$ cat config.mk
export PLATFORM = sky130hd
export DESIGN_NAME = pong_game_ctrl
export DESIGN_NICKNAME = d
export VERILOG_FILES = /design/src/rtl/pong_game_ctrl.sv
export SDC_FILE = /design/constraint.sdc
export NUM_CORES = 1
export LEC_CHECK = 0
export ABC_AREA = 1
export CORE_ASPECT_RATIO = 0.75
export CORE_UTILIZATION = 25
export CTS_CLUSTER_DIAMETER = 150
export DETAILED_ROUTE_END_ITERATION = 16
export DONT_BUFFER_PORTS = 1
export GPL_TIMING_DRIVEN = 0
export PLACE_DENSITY = 0.43
export SKIP_CTS_REPAIR_TIMING = 1
export SLEW_MARGIN = 25
export SYNTH_ARGS = -nofsm -noshare
export SYNTH_HDL_FRONTEND = slang
export SYNTH_SLANG_ARGS = --single-unit
$ cat constraint.sdc
create_clock -name i_clk -period 4 [get_ports i_clk]
set_input_delay 1.2 -clock i_clk [delete_from_list [all_inputs] [get_ports i_clk]]
set_output_delay 1.2 -clock i_clk [all_outputs]
set_load 0.01 [all_outputs]
$ cat src/rtl/pong_game_ctrl.sv
// Per-frame pong sequencer: detects end of active frame, then steps paddles, ball, scores and game state.
// Optional PONG_AI_EN: right paddle follows the ball instead of its buttons.
module pong_game_ctrl #(
    parameter int H_ACTIVE        = 480,
    parameter int V_ACTIVE        = 272,
    parameter int BALL_SIZE       = 8,
    parameter int PADDLE_W        = 8,
    parameter int PADDLE_H        = 48,
    parameter int PADDLE_X_OFFSET = 16,
    parameter int PADDLE_STEP     = 4,
    parameter int BALL_SPEED      = 2,
    parameter int SCORE_MAX       = 9,
    parameter int SERVE_FRAMES    = 60
) (
    input  logic       i_clk,
    input  logic       i_rst_n,
    input  logic       i_data_enable,
    input  logic [8:0] i_col,
    input  logic [8:0] i_row,
    input  logic       i_btn_l_up,
    input  logic       i_btn_l_dn,
    input  logic       i_btn_r_up,
    input  logic       i_btn_r_dn,
    input  logic       i_start,
    output logic       o_frame_tick,
    output logic [1:0] o_state,
    output logic [8:0] o_ball_x,
    output logic [8:0] o_ball_y,
    output logic [8:0] o_paddle_l_y,
    output logic [8:0] o_paddle_r_y,
    output logic [3:0] o_score_l,
    output logic [3:0] o_score_r
);

    typedef enum logic [1:0] {IDLE = 2'd0, SERVE = 2'd1, PLAY = 2'd2, GAME_OVER = 2'd3} state_t;

    localparam int CNT_W = (SERVE_FRAMES > 1) ? $clog2(SERVE_FRAMES) : 1;

    localparam logic signed [9:0] SPD    = 10'(BALL_SPEED);
    localparam logic signed [9:0] STEP   = 10'(PADDLE_STEP);
    localparam logic signed [9:0] CX     = 10'(H_ACTIVE / 2 - BALL_SIZE / 2);
    localparam logic signed [9:0] CY     = 10'(V_ACTIVE / 2 - BALL_SIZE / 2);
    localparam logic signed [9:0] Y_MAX  = 10'(V_ACTIVE - BALL_SIZE);
    localparam logic signed [9:0] X_MAX  = 10'(H_ACTIVE - BALL_SIZE);
    localparam logic signed [9:0] L_FACE = 10'(PADDLE_X_OFFSET + PADDLE_W);
    localparam logic signed [9:0] R_FACE = 10'(H_ACTIVE - PADDLE_X_OFFSET - PADDLE_W - BALL_SIZE);
    localparam logic signed [9:0] P_MAX  = 10'(V_ACTIVE - PADDLE_H);
    localparam logic [9:0]        BSZ    = 10'(BALL_SIZE);
    localparam logic [9:0]        PH     = 10'(PADDLE_H);
    localparam logic [8:0]        P_INIT = 9'((V_ACTIVE - PADDLE_H) / 2);

    state_t           state_q, state_d;
    logic             tick_q;
    logic [8:0]       bx_q, bx_d, by_q, by_d;
    logic             dx_q, dx_d, dy_q, dy_d;
    logic [8:0]       pl_q, pl_d, pr_q, pr_d;
    logic [3:0]       sl_q, sl_d, sr_q, sr_d;
    logic [CNT_W-1:0] cnt_q, cnt_d;

    logic signed [9:0] nx, ny;
    logic              l_hit, r_hit, r_up, r_dn;
    logic [8:0]        pl_n, pr_n;

    function automatic logic [8:0] move_pad(input logic [8:0] y, input logic up, input logic dn);
        logic signed [9:0] n;
        n = signed'({1'b0, y});
        if (up && !dn)      n = n - STEP;
        else if (dn && !up) n = n + STEP;
        if (n < 10'sd0)     n = 10'sd0;
        else if (n > P_MAX) n = P_MAX;
        return n[8:0];
    endfunction

    // Ball/paddle vertical overlap, using pre-move positions.
    function automatic logic overlap(input logic [8:0] by, input logic [8:0] py);
        return ({1'b0, by} + BSZ > {1'b0, py}) && ({1'b0, by} < {1'b0, py} + PH);
    endfunction

`ifdef PONG_AI_EN
    logic [9:0] ball_c, pad_c;
    logic       unused_btn_r;
    assign unused_btn_r = i_btn_r_up ^ i_btn_r_dn;
    assign ball_c = {1'b0, by_q} + BSZ / 10'd2;
    assign pad_c  = {1'b0, pr_q} + PH / 10'd2;
    assign r_up   = ball_c < pad_c;
    assign r_dn   = ball_c > pad_c;
`else
    assign r_up = i_btn_r_up;
    assign r_dn = i_btn_r_dn;
`endif

    always_comb begin
        state_d = state_q;
        bx_d    = bx_q;
        by_d    = by_q;
        dx_d    = dx_q;
        dy_d    = dy_q;
        pl_d    = pl_q;
        pr_d    = pr_q;
        sl_d    = sl_q;
        sr_d    = sr_q;
        cnt_d   = cnt_q;

        ny    = signed'({1'b0, by_q}) + (dy_q ? SPD : -SPD);
        nx    = signed'({1'b0, bx_q}) + (dx_q ? SPD : -SPD);
        l_hit = !dx_q && (nx <= L_FACE) && (signed'({1'b0, bx_q}) >= L_FACE) && overlap(by_q, pl_q);
        r_hit = dx_q && (nx >= R_FACE) && (signed'({1'b0, bx_q}) <= R_FACE) && overlap(by_q, pr_q);
        pl_n  = move_pad(pl_q, i_btn_l_up, i_btn_l_dn);
        pr_n  = move_pad(pr_q, r_up, r_dn);

        if (tick_q) begin
            unique case (state_q)
                IDLE, GAME_OVER: begin
                    if (i_start) begin
                        state_d = SERVE;
                        sl_d    = 4'd0;
                        sr_d    = 4'd0;
                    end
                end
                SERVE: begin
                    pl_d = pl_n;
                    pr_d = pr_n;
                    bx_d = CX[8:0];
                    by_d = CY[8:0];
                    if (cnt_q == CNT_W'(SERVE_FRAMES - 1)) begin
                        cnt_d   = '0;
                        state_d = PLAY;
                    end else begin
                        cnt_d = cnt_q + 1'b1;
                    end
                end
                PLAY: begin
                    pl_d = pl_n;
                    pr_d = pr_n;
                    if (ny <= 10'sd0) begin
                        by_d = 9'd0;
                        dy_d = 1'b1;
                    end else if (ny >= Y_MAX) begin
                        by_d = Y_MAX[8:0];
                        dy_d = 1'b0;
                    end else begin
                        by_d = ny[8:0];
                    end
                    if (l_hit) begin
                        bx_d = L_FACE[8:0];
                        dx_d = 1'b1;
                    end else if (r_hit) begin
                        bx_d = R_FACE[8:0];
                        dx_d = 1'b0;
                    end else if (nx <= 10'sd0) begin
                        sr_d    = sr_q + 4'd1;
                        bx_d    = CX[8:0];
                        by_d    = CY[8:0];
                        dx_d    = 1'b0;
                        state_d = (sr_q + 4'd1 == 4'(SCORE_MAX)) ? GAME_OVER : SERVE;
                    end else if (nx >= X_MAX) begin
                        sl_d    = sl_q + 4'd1;
                        bx_d    = CX[8:0];
                        by_d    = CY[8:0];
                        dx_d    = 1'b1;
                        state_d = (sl_q + 4'd1 == 4'(SCORE_MAX)) ? GAME_OVER : SERVE;
                    end else begin
                        bx_d = nx[8:0];
                    end
                end
                default: state_d = state_q;
            endcase
        end
    end

    always_ff @(posedge i_clk) begin
        if (!i_rst_n) begin
            state_q <= IDLE;
            tick_q  <= 1'b0;
            bx_q    <= CX[8:0];
            by_q    <= CY[8:0];
            dx_q    <= 1'b1;
            dy_q    <= 1'b1;
            pl_q    <= P_INIT;
            pr_q    <= P_INIT;
            sl_q    <= 4'd0;
            sr_q    <= 4'd0;
            cnt_q   <= '0;
        end else begin
            state_q <= state_d;
            tick_q  <= i_data_enable && (i_col == 9'(H_ACTIVE - 1)) && (i_row == 9'(V_ACTIVE - 1));
            bx_q    <= bx_d;
            by_q    <= by_d;
            dx_q    <= dx_d;
            dy_q    <= dy_d;
            pl_q    <= pl_d;
            pr_q    <= pr_d;
            sl_q    <= sl_d;
            sr_q    <= sr_d;
            cnt_q   <= cnt_d;
        end
    end

    assign o_frame_tick = tick_q;
    assign o_state      = state_q;
    assign o_ball_x     = bx_q;
    assign o_ball_y     = by_q;
    assign o_paddle_l_y = pl_q;
    assign o_paddle_r_y = pr_q;
    assign o_score_l    = sl_q;
    assign o_score_r    = sr_q;

endmodule

After elaboration in Yosys (flattened, before gate mapping)
Cells that the tools add are included. Widths: inputs -> output; s select.

Word-level logic and storage cells: 137. Output and inout bits: 47. Register bits after elaboration: 55.

Order comparisons: 16. Equality and inequality tests: 16. Add/subtract/negate cells: 12. Multiplexer cells: 48. Reductions and logical operators: 34.

Operator list (count): $mux 9 (14); $mux 10 (6); $pmux 9 s2 (2); $mux 4 (8); $ge 10x10->1 const B (3); $add 10x10->10 (2); $add 9x3->10 const B (2); $add 9x6->10 const B (2); $gt 10x9->1 (2); $gt 10x9->1 const B (2); $le 10x1->1 const B (2); $lt 10x1->1 const B (2); $lt 9x10->1 (2); $sub 9x3->10 const B (2); $eq 9x9->1 const B (2); $mux 2 (8); $pmux 4 s2 (2); $logic_and 1x1->1 (14); $ne 2x2->1 const B (7); $reduce_and 6->1 (2); $add 9x4->10 const B (1); $le 10x6->1 const B (1); $ge 9x5->1 const B (1); $le 9x9->1 const B (1); 18 further kinds (36).

Depth between registers and ports, before layout
Gate-level depths: netlist of run 1.

Word-level depth: 10. Mapped depth: 21. Mapped depth without buffers: 21.

Worst setup path after synthesis of run 1
No wires, ideal clock.

Path kind: input to register. From: input i_btn_l_up. To: register pl_q[4] (netlist: o_paddle_l_y[4]). Library setup time: 124 ps. Path slack: 1548 ps. Data arrival time: 2328 ps. Cell stages on the path: 12. Required time: 3876 ps. Cell sequence: inv_1 nor2_1 nand2_1 nand2_1 xor2_1 nor3_1 nor2_1 nand3_1 nand2_1 nor2_1 a21oi_1 o21ai_0.

Word-level cells in the longest chain between the ends: 7.

RTL lines: start: declaration (line 20) `input logic i_btn_l_up,`; $logic_not 1->1 (line 68) `else if (dn && !up) n = n + STEP;`; $logic_and 1x1->1 (line 68); $mux 10 (line 68); $mux 10 (*) (line 67) `if (up && !dn) n = n - STEP;`; $gt 10x9->1 (line 70) `else if (n > P_MAX) n = P_MAX;`; $mux 9 (line 70); $mux 9 (*) (line 69) `if (n < 10'sd0) n = 10'sd0;`; end signal: assignment (line 191) `pl_q <= pl_d;`; end: declaration (line 56) `logic [8:0] pl_q, pl_d, pr_q, pr_d;`.

Every way passes the cells marked *; elsewhere a longest branch is shown, timed or not. A chain may end at the register's enable or synchronous reset.

Worst setup path in the final report of run 1
From: register pr_q[4] (netlist: o_paddle_r_y[4]). To: register sl_q[1] (netlist: o_score_l[1]).

Word-level cells in the longest chain between the ends: 6.

RTL lines: start: declaration (line 56); start signal: assignment (line 192) `pr_q <= pr_d;`; $add 9x6->10 (line 76) `return ({1'b0, by} + BSZ > {1'b0, py}) && ({1'b0, by} < {1'b0, py} + PH);`; $lt 9x10->1 (line 76); $logic_and 1x1->1 (*) (line 76); $logic_and 1x1->1 (*) (line 107) `r_hit = dx_q && (nx >= R_FACE) && (signed'({1'b0, bx_q}) <= R_FACE) && overlap(by_q, pr_q);`; $ne 2x2->1 (no source line) (*); $reduce_and 7->1 (no source line) (*); end signal: assignment (line 193) `sl_q <= sl_d;`; end: declaration (line 57) `logic [3:0] sl_q, sl_d, sr_q, sr_d;`.

Marks and branches as above.

==> results of run 1 <==
[metal layers]
metal,GRT usage (%),routed length [µm],vias up
li1,-,-,2530
met1,22.79,8197,2092
met2,20.97,5421,86
met3,3.120,767,11
met4,3.530,127,0
met5,0,0,-
[through the flow]
| step | area [µm²] | hold slack, ns | instances | total power (W) | utilization [%] |
|---|---|---|---|---|---|
| floorplan | 4923 | 0.4527 | 769 | 0.0005357 | - |
| global placement | 5233 | 0.4724 | 1016 | 0.0005454 | 27.79 |
| detailed placement | 5233 | 0.4773 | 1016 | 0.0005450 | 27.79 |
| CTS | 5395 | 0.4909 | 1024 | 0.001056 | 28.65 |
| global route | 5395 | 0.5269 | 1024 | 0.001080 | 28.65 |
| finish | 5395 | 0.4885 | 1024 | 0.001035 | 28.65 |
[cell usage after synthesis, types with 3 or more instances]
cell / n
a21oi_1: 48
a31oi_1: 3
buf_4: 7
clkbuf_1: 7
dfxtp_1: 50
ha_1: 55
inv_1: 102
inv_2: 5
nand2_1: 184
nand2_2: 10
nand2_4: 3
nand3_1: 55
nand3_2: 9
nand3b_1: 3
nand4_1: 21
nor2_1: 74
nor2_2: 9
nor3_1: 18
o211ai_1: 6
o21ai_0: 32
o21ai_1: 7
o21bai_1: 4
or2_2: 3
xnor2_1: 4
xor2_1: 23
[flip-flops by register name, indices dropped and copies added, names as in the netlist]
register / cells
cnt_q: 6
o_score_l: 4
dx_q: 1
o_ball_x: 8
o_paddle_l_y: 7
o_state: 2
dy_q: 1
o_frame_tick: 1
o_ball_y: 9
o_score_r: 4
o_paddle_r_y: 7
[kinds of logic (layout without fill, tap and decap cells)]
family	Yosys count	in the layout
AND/OR/NAND/NOR	396	396
buffers and inverters	124	132
AO/OA/AOI/OAI	110	110
adder cells (fa/ha/maj)	57	57
flip-flops	50	50
XOR/XNOR	27	27
other	1	5
[path summary, 6_finish.rpt]
kind,startpoint,to,slack (ns),cells past startpoint
max reg2reg,o_paddle_r_y[4]$_SDFFE_PN1P_,o_score_l[1]$_SDFFE_PN0P_,0.90,18
min,cnt_q[5]$_SDFFE_PN0P_,cnt_q[5]$_SDFFE_PN0P_,0.49,2
max,o_paddle_r_y[4]$_SDFFE_PN1P_,o_score_l[1]$_SDFFE_PN0P_,0.90,18
min reg2reg,cnt_q[5]$_SDFFE_PN0P_,cnt_q[5]$_SDFFE_PN0P_,0.49,2
[critical path, cell delays in order, from the launching register on]
cell and delay [ns]:
dfxtp_1 0.55, inv_1 0.20, ha_1 0.27, nor2_1 0.19
nor2_1 0.06, a31oi_1 0.15, ha_1 0.25, inv_1 0.06
nor2_1 0.06, o21ai_1 0.09, nand3_1 0.10, nor2_1 0.37
nand4_2 0.24, nand3_2 0.14, inv_2 0.04, nand2_2 0.07
nand2_1 0.05, nand2_1 0.07, nor2_2 0.04
[where the power goes]
group          internal (W)   switching (W)  leakage (nW)
clock              0.000297        0.000205        0.0781
sequential         0.000497  0.000000000265         0.403
combinational     0.0000103       0.0000256          2.14
[area by class of cell]
cell class	count	area (µm²)	share of cell area, %
Clock inverter	1	30.03	0.5566
Multi-Input combinational cell	595	3430	63.57
Buffer	15	83.83	1.554
Clock buffer	7	132.6	2.458
Tap cell	247	309.0	5.728
Inverter	109	409.1	7.583
Sequential cell	50	1001	18.55
==> out/qor.yml, run 1 <==
run_status:
  status: "finished, final reports clean"
clock_tree:
  clkLatencyLatePin_ns: 0.31
  cts_sinks: 50
  tritoncts: "done"
  cts_buffers: 5
  htreeDepth: 2
  clk_pin_slew_ns: 0.07
  cts-root-buf: "clkbuf_16"
  cts.path.max_buffers: 2
detailed_routing:
  drtPass1Iterations: 5
  vias_per_cell: 4.608
  ant_nets: 0
  wirelength_mm: 14.51
  vias: 4719
  drc: 0
  drt_iter0_markers: 219
  wire_per_inst_um: 14.17
yosys:
  synth_largest_area_cell: "dfxtp_1"
  synth_edf_count: 0
  synthCells: 765
  synth_adder_area_share_pct: 14.84
  syn_avg_cell_area_um2: 6.416
  synthMuxAreaShare_pct: 0
  ys.flop_type: "dfxtp_1"
  synth-compound-area-share_pct: 12.69
  synth_area_leaders: "dfxtp_1 20%, nand2_1 14%, ha_1 14%"
  yosysWarnings: 0
  synth_top_family_by_area: "simple AND/OR/NAND/NOR gates"
  ys_types: 44
  ys_seq_area_share_pct: 20.39
  yosys.area_share.simple_pct: 37.14
  async_flop_share_pct: 0
  synth_top_area_share_pct: 20.39
  ys_seq_elements: 50
  synthesis.area_um2: 4908
  synth_xor_xnor_area_share_pct: 4.818
sta:
  maxSlewViolCount: 0
  setup_viol: 0
  tns_ns: 0
  finalCritPeriodShare_pct: 77.44
  hold_violations: 0
  tightest_slew_ns: 0.7500
  finClkSkew_ns: 0.01128
  fmax_ghz: 0.3228
  post-route-min-period_ns: 3.098
  rsz0062_at_grt: "no"
  layout_setup_ws_ns: 0.9024
  relSlewSlack_pct: 50.00
final_layout:
  final_cell_mix: "184 x nand2_1, 102 x inv_1, 74 x nor2_1"
  n_antenna_cell: 0
  mostFrequentLayoutCell: "nand2_1"
  fillers: 2146
  layout-drive-gt1-share_pct: 8.108
  finish.net_count: 859
  area_delta_synth_final_pct: 9.916
grt:
  grt_pass1_wl_mm: 23.17
  grt_usage_pct: 14.98
  grt_antenna_before_repair: 0
  grt_pass1_vias: 4356
  grt_max_degree: 15
  grt_overflow: 0
power:
  peakVddDrop_mv: 0.1100
  leakage_nw: 2.620
  p_per_area_nw_per_um2: 191.8
floorplanning:
  die_area_um2: 20200
  num_rows: 43
  initial_utilization_pct: 26.07
  die_y_um: 123.4
  design.core.area_um2: 18830
  ioPinCount: 73
  fp.dieW_um: 163.8
place:
  dp_hpwl_mm: 11.71
  gp_congestion: 0.8296
  dpl_worst_slack_ns: 0.9249
  portBuffers: 0
critical_path:
  worstSetupPathType: "reg -> reg"
  crit_arrival_ns: 3.30
  cp-end-kind: "flip-flop"
  critPathRequiredTime_ns: 4.20
  startpoint_type: "flip-flop"
  path_max_fanout: 7
job:
  maxCapViolCount: 0
worst_hold_path:
  hold_class: "reg -> reg"
(Power assumes the default switching activity.)
==> run 2: changes to the inputs <==
- PLACE_DENSITY: 0.43 -> 0.45
- clock period: 4 -> 2.8 ns (I/O delays scaled with it)
==> run 2 against run 1 <==
Compared with the run above:
- core utilization is 1.0 points higher
- register-to-register slack got worse by 0.70 ns
- die area unchanged
- global-route usage grew 0.32 points
- critical endpoint unchanged
- routed wire length rose by 0.15%
- largest power group unchanged
- clock power grew 45%
- hold slack got worse by 0.00099 ns
- clock-buffer cell count unchanged
==> out/qor.yml, run 2 (synthesis gave the netlist of run 1 again) <==
run_status:
  status: "finished, final reports clean"
critical_path:
  cp_cell_sequence: "nand3_1 > nand3b_1 > xor2_1 > ha_1 > nand3_1 > nor2_1 > a21oi_1 > nor2_2 > nand4_4 > nand3_2 > inv_2 > nand2_2 > nand2_1 > nand2_1 > nor2_2"
  startpoint_type: "flip-flop"
  crit_arrival_ns: 2.80
  r2r_cells: 15
  worstSetupPathType: "reg -> reg"
  cp-end-kind: "flip-flop"
  path_max_fanout: 9
  rr_endpoint: "o_score_l[1]$_SDFFE_PN0P_"
  slowest_stage: "dfxtp_4"
  max_stage_delay_ns: 0.46
  reg2reg_from: "o_ball_y[5]$_SDFFE_PN0P_"
  r2r_setup_slack_ns: 0.20
  critPathRequiredTime_ns: 3.00
final_layout:
  layout-drive-gt1-share_pct: 13.10
  n_antenna_cell: 0
  final_cell_mix: "184 x nand2_1, 97 x inv_1, 69 x nor2_1"
  largest_reg_flops: 9
  finish.net_count: 868
  final_cells: 1033
  mostFrequentLayoutCell: "nand2_1"
  area_delta_synth_final_pct: 13.77
worst_hold_path:
  hold_end: "cnt_q[5]$_SDFFE_PN0P_"
  hold_start: "cnt_q[5]$_SDFFE_PN0P_"
  hold_class: "reg -> reg"
  hold_path_depth: 2
grt:
  grt_overflow: 0
  grt_max_degree: 15
  grt_antenna_before_repair: 0
  grt_usage_pct: 15.30
  grt_pass1_vias: 4489
  grt_pass1_wl_mm: 23.83
floorplanning:
  ioPinCount: 73
  num_rows: 43
  die_y_um: 123.4
  initial_utilization_pct: 26.07
  die_area_um2: 20200
  design.core.area_um2: 18830
  fp.dieW_um: 163.8
job:
  maxCapViolCount: 0
sta:
  finalCritPeriodShare_pct: 92.92
  setup_viol: 0
  hold_violations: 0
  maxSlewViolCount: 0
  post-route-min-period_ns: 2.602
  whs_ns: 0.4875
  finClkSkew_ns: 0.009591
  tightest_slew_ns: 0.7063
  tns_ns: 0
  relSlewSlack_pct: 52.91
  fmax_ghz: 0.3843
clock_tree:
  cts_buffers: 5
  cts.path.max_buffers: 2
  clk_pin_slew_ns: 0.08
  cts-root-buf: "clkbuf_16"
  clkLatencyLatePin_ns: 0.31
  tritoncts: "done"
  htreeDepth: 2
  cts_sinks: 50
detailed_routing:
  wire_per_inst_um: 14.07
  drc: 0
  wirelength_mm: 14.54
  drtPass1Iterations: 4
  vias_per_cell: 4.569
  drt_iter0_markers: 245
  vias: 4720
  ant_nets: 0
place:
  gp_congestion: 0.8195
  dp_hpwl_mm: 11.62
  portBuffers: 0
  placed_cells: 1016
power:
  power_w: 0.001484
  p_per_area_nw_per_um2: 265.7
  leakage_nw: 2.663
  peakVddDrop_mv: 0.1937
## run 2: changes by cell type in the layout (fill, tap and decap cells not counted), sizes merged
cell / before / now
buf: 8 / 17
clkinv: 2 / 1
clkinvlp: 0 / 3
inv: 107 / 105
## run 2: metal layers
layer | GRT usage, % | routed length (µm) | vias up
li1 | - | - | 2543
met1 | 23.05 | 8184 | 2080
met2 | 21.50 | 5471 | 90
met3 | 4.126 | 786 | 7
met4 | 2.431 | 93 | 0
met5 | 0 | 0 | -
## run 2: through the flow
stage | setup WS [ns] | instance area [µm²] | util [%]
global route | -0.005568 | 5584 | 29.65
detailed placement | -0.2434 | 5233 | 27.79
global placement | -0.2390 | 5233 | 27.79
finish | 0.1982 | 5584 | 29.65
floorplan | 0.3494 | 4923 | -
CTS | -0.2722 | 5395 | 28.65
## run 2: cell type report
cell class / instances / area, µm²
Timing Repair Buffer: 9 / 65.06
Buffer: 15 / 83.83
Fill cell: 2115 / 13250
Sequential cell: 50 / 1036
Clock inverter: 1 / 30.03
Multi-Input combinational cell: 595 / 3507
Tap cell: 247 / 309.0
Inverter: 109 / 420.4
Clock buffer: 7 / 132.6
## run 2: report_power, final
| part | total [W] | switching [W] | leakage, nW | internal [W] |
|---|---|---|---|---|
| registers | 0.000703 | 0.000000000392 | 0.405 | 0.000703 |
| logic | 0.0000506 | 0.0000359 | 2.18 | 0.0000147 |
| clock network | 0.000730 | 0.000306 | 0.0781 | 0.000424 |
| total | 0.00148 | 0.000342 | 2.66 | 0.00114 |
## run 2: worst max path at each step
| stage | from | to | slack, ns | cells after the start |
|---|---|---|---|---|
| 2_1_floorplan | o_paddle_r_y[4]$_SDFFE_PN1P_ | o_score_l[1]$_SDFFE_PN0P_ | 0.35 | 18 |
| 3_3_place_gp | o_paddle_r_y[4]$_SDFFE_PN1P_ | o_score_l[1]$_SDFFE_PN0P_ | -0.24 | 18 |
| 3_5_place_dp | o_paddle_r_y[4]$_SDFFE_PN1P_ | o_score_l[1]$_SDFFE_PN0P_ | -0.24 | 18 |
| 4_1_cts | o_paddle_r_y[4]$_SDFFE_PN1P_ | o_score_l[0]$_SDFFE_PN0P_ | -0.27 | 18 |
| 5_1_grt | dy_q$_SDFFE_PN1P_ | dy_q$_SDFFE_PN1P_ | -0.006 | 11 |
| 6_report | o_ball_y[5]$_SDFFE_PN0P_ | o_score_l[1]$_SDFFE_PN0P_ | 0.20 | 15 |
## run 2: worst max-delay path: cells and delay by family, from the launching register on
kind | cells | cell delay, ns
buffers and inverters | 1 | 0.04
adders and majority gates | 1 | 0.33
DFF | 1 | 0.46
and+or+nand+nor | 11 | 1.37
xor gates and xnor gates | 1 | 0.18
AOI/OAI and AO/OA | 1 | 0.11
==> run 3: changes to the inputs <==
- CTS_BUF_LIST: default -> sky130_fd_sc_hd__clkbuf_2 sky130_fd_sc_hd__clkbuf_4 sky130_fd_sc_hd__clkbuf_8
==> run 3 against run 2 <==
Compared with the run above:
- setup slack worse by 0.012 ns
- total power is 11% lower
- fmax is 0.45% lower
- largest cell class unchanged
- hold slack better by 0.0028 ns
- non-clock buffer count stayed put
- routed wire length is 0.30% higher
- global-route usage hardly changed
- critical path depth stayed put
- highest routed layer unchanged
- via count is 0.11% lower
==> out/qor.yml, run 3 (synthesis gave the netlist of run 1 again) <==
final_layout:
  final_cells: 1033
  final_cell_mix: "184 x nand2_1, 97 x inv_1, 69 x nor2_1"
  largest_reg_flops: 9
  finalInstanceArea_um2: 5543
  area_delta_synth_final_pct: 12.92
  mostFrequentLayoutCell: "nand2_1"
  fillers: 2118
  layout-drive-gt1-share_pct: 13.36
  finish.net_count: 868
  multiInputGateArea_um2: 3515
  n_antenna_cell: 0
  regArea_um2: 1036
grt:
  grt_max_degree: 15
  grt_usage_pct: 15.25
  grt_pass1_wl_mm: 23.75
  grt_pass1_vias: 4462
  grt_antenna_before_repair: 0
  grt_overflow: 0
job:
  maxCapViolCount: 0
sta:
  hold_violations: 0
  layout_setup_ws_ns: 0.1863
  tns_ns: 0
  post-route-min-period_ns: 2.614
  maxSlewViolCount: 0
  finClkSkew_ns: 0.01933
  tightest_slew_ns: 0.7041
  relSlewSlack_pct: 53.06
  fmax_ghz: 0.3826
  setup_viol: 0
  finalCritPeriodShare_pct: 93.35
detailed_routing:
  drt_iter0_markers: 245
  wirelength_mm: 14.58
  drtPass1Iterations: 5
  wire_per_inst_um: 14.11
  drc: 0
  ant_nets: 0
  vias_per_cell: 4.564
  vias: 4715
critical_path:
  critPathRequiredTime_ns: 3.03
  path_max_fanout: 9
  worstSetupPathType: "reg -> reg"
  max_stage_delay_ns: 0.47
  slowest_stage: "dfxtp_4"
  cp-end-kind: "flip-flop"
  cp_cell_sequence: "nand3_1 > nand3b_1 > xor2_1 > ha_1 > nand3_1 > nor2_1 > a21oi_1 > nor2_2 > nand4_4 > nand3_4 > inv_2 > nand2_2 > nand2_1 > nand2_1 > nor2_2"
  r2r_setup_slack_ns: 0.19
  startpoint_type: "flip-flop"
  crit_arrival_ns: 2.84
floorplanning:
  fp.dieW_um: 163.8
  num_rows: 43
  ioPinCount: 73
  die_area_um2: 20200
  initial_utilization_pct: 26.07
  die_y_um: 123.4
  design.core.area_um2: 18830
place:
  placed_cells: 1016
  dpl_worst_slack_ns: -0.2434
  place_area_um2: 5233
  portBuffers: 0
  dp_hpwl_mm: 11.62
  gp_congestion: 0.8195
power:
  leakage_nw: 2.646
  p_per_area_nw_per_um2: 239.5
  peakVddDrop_mv: 0.1415
  power_w: 0.001328
worst_hold_path:
  hold_class: "reg -> reg"
run_status:
  status: "finished, final reports clean"
clock_tree:
  cts-root-buf: "clkbuf_8"
  cts.path.max_buffers: 2
  clk_pin_slew_ns: 0.11
  cts_buffers: 5
  tritoncts: "done"
  cts_sinks: 50
  htreeDepth: 2
  clkLatencyLatePin_ns: 0.34
==> run 3: layout make-up <==
class	instances	area share, %
sequential	50	18.69
inverter	109	7.585
buffer	15	1.512
timing repair buffer	9	1.174
multi-input combinational	595	63.41
clock inverter	1	0.5418
clock buffer	7	1.512
tap	247	5.576
==> run 3: worst paths after layout <==
check	depth (start not counted)	from	end
setup / recovery	15	o_ball_y[5]$_SDFFE_PN0P_	o_score_l[1]$_SDFFE_PN0P_
hold / removal	2	cnt_q[5]$_SDFFE_PN0P_	cnt_q[5]$_SDFFE_PN0P_
setup reg to reg	15	o_ball_y[5]$_SDFFE_PN0P_	o_score_l[1]$_SDFFE_PN0P_
hold reg to reg	2	cnt_q[5]$_SDFFE_PN0P_	cnt_q[5]$_SDFFE_PN0P_
==> run 3: report_power, final <==
group	total [W]	switching, W	internal, W
registers	0.000703	0.000000000392	0.000703
clock network	0.000574	0.000287	0.000288
logic	0.0000507	0.0000359	0.0000147
==> run 3: routing by layer <==
metal | vias to the layer above | track usage (%) | wire, µm
met5 | - | 0 | 0
met4 | 0 | 2.431 | 87
met3 | 6 | 4.126 | 802
met2 | 89 | 21.35 | 5482
met1 | 2076 | 23.05 | 8206
li1 | 2544 | - | -
==> run 3: per-stage QoR <==
step	hold slack (ns)	utilization (%)
2_1_floorplan	0.4527	-
3_3_place_gp	0.4693	27.79
3_5_place_dp	0.4800	27.79
4_1_cts	0.4951	28.39
5_1_grt	0.5224	29.44
6_report	0.4903	29.44
==> run 3: worst max-delay path: cells and delay by family, from the launching register on <==
kind / cells / cell delay, ns
compound gates: 1 / 0.11
xor+xnor: 1 / 0.18
fa+ha+maj: 1 / 0.33
buf+inv: 1 / 0.04
flops: 1 / 0.47
simple gates: 11 / 1.38
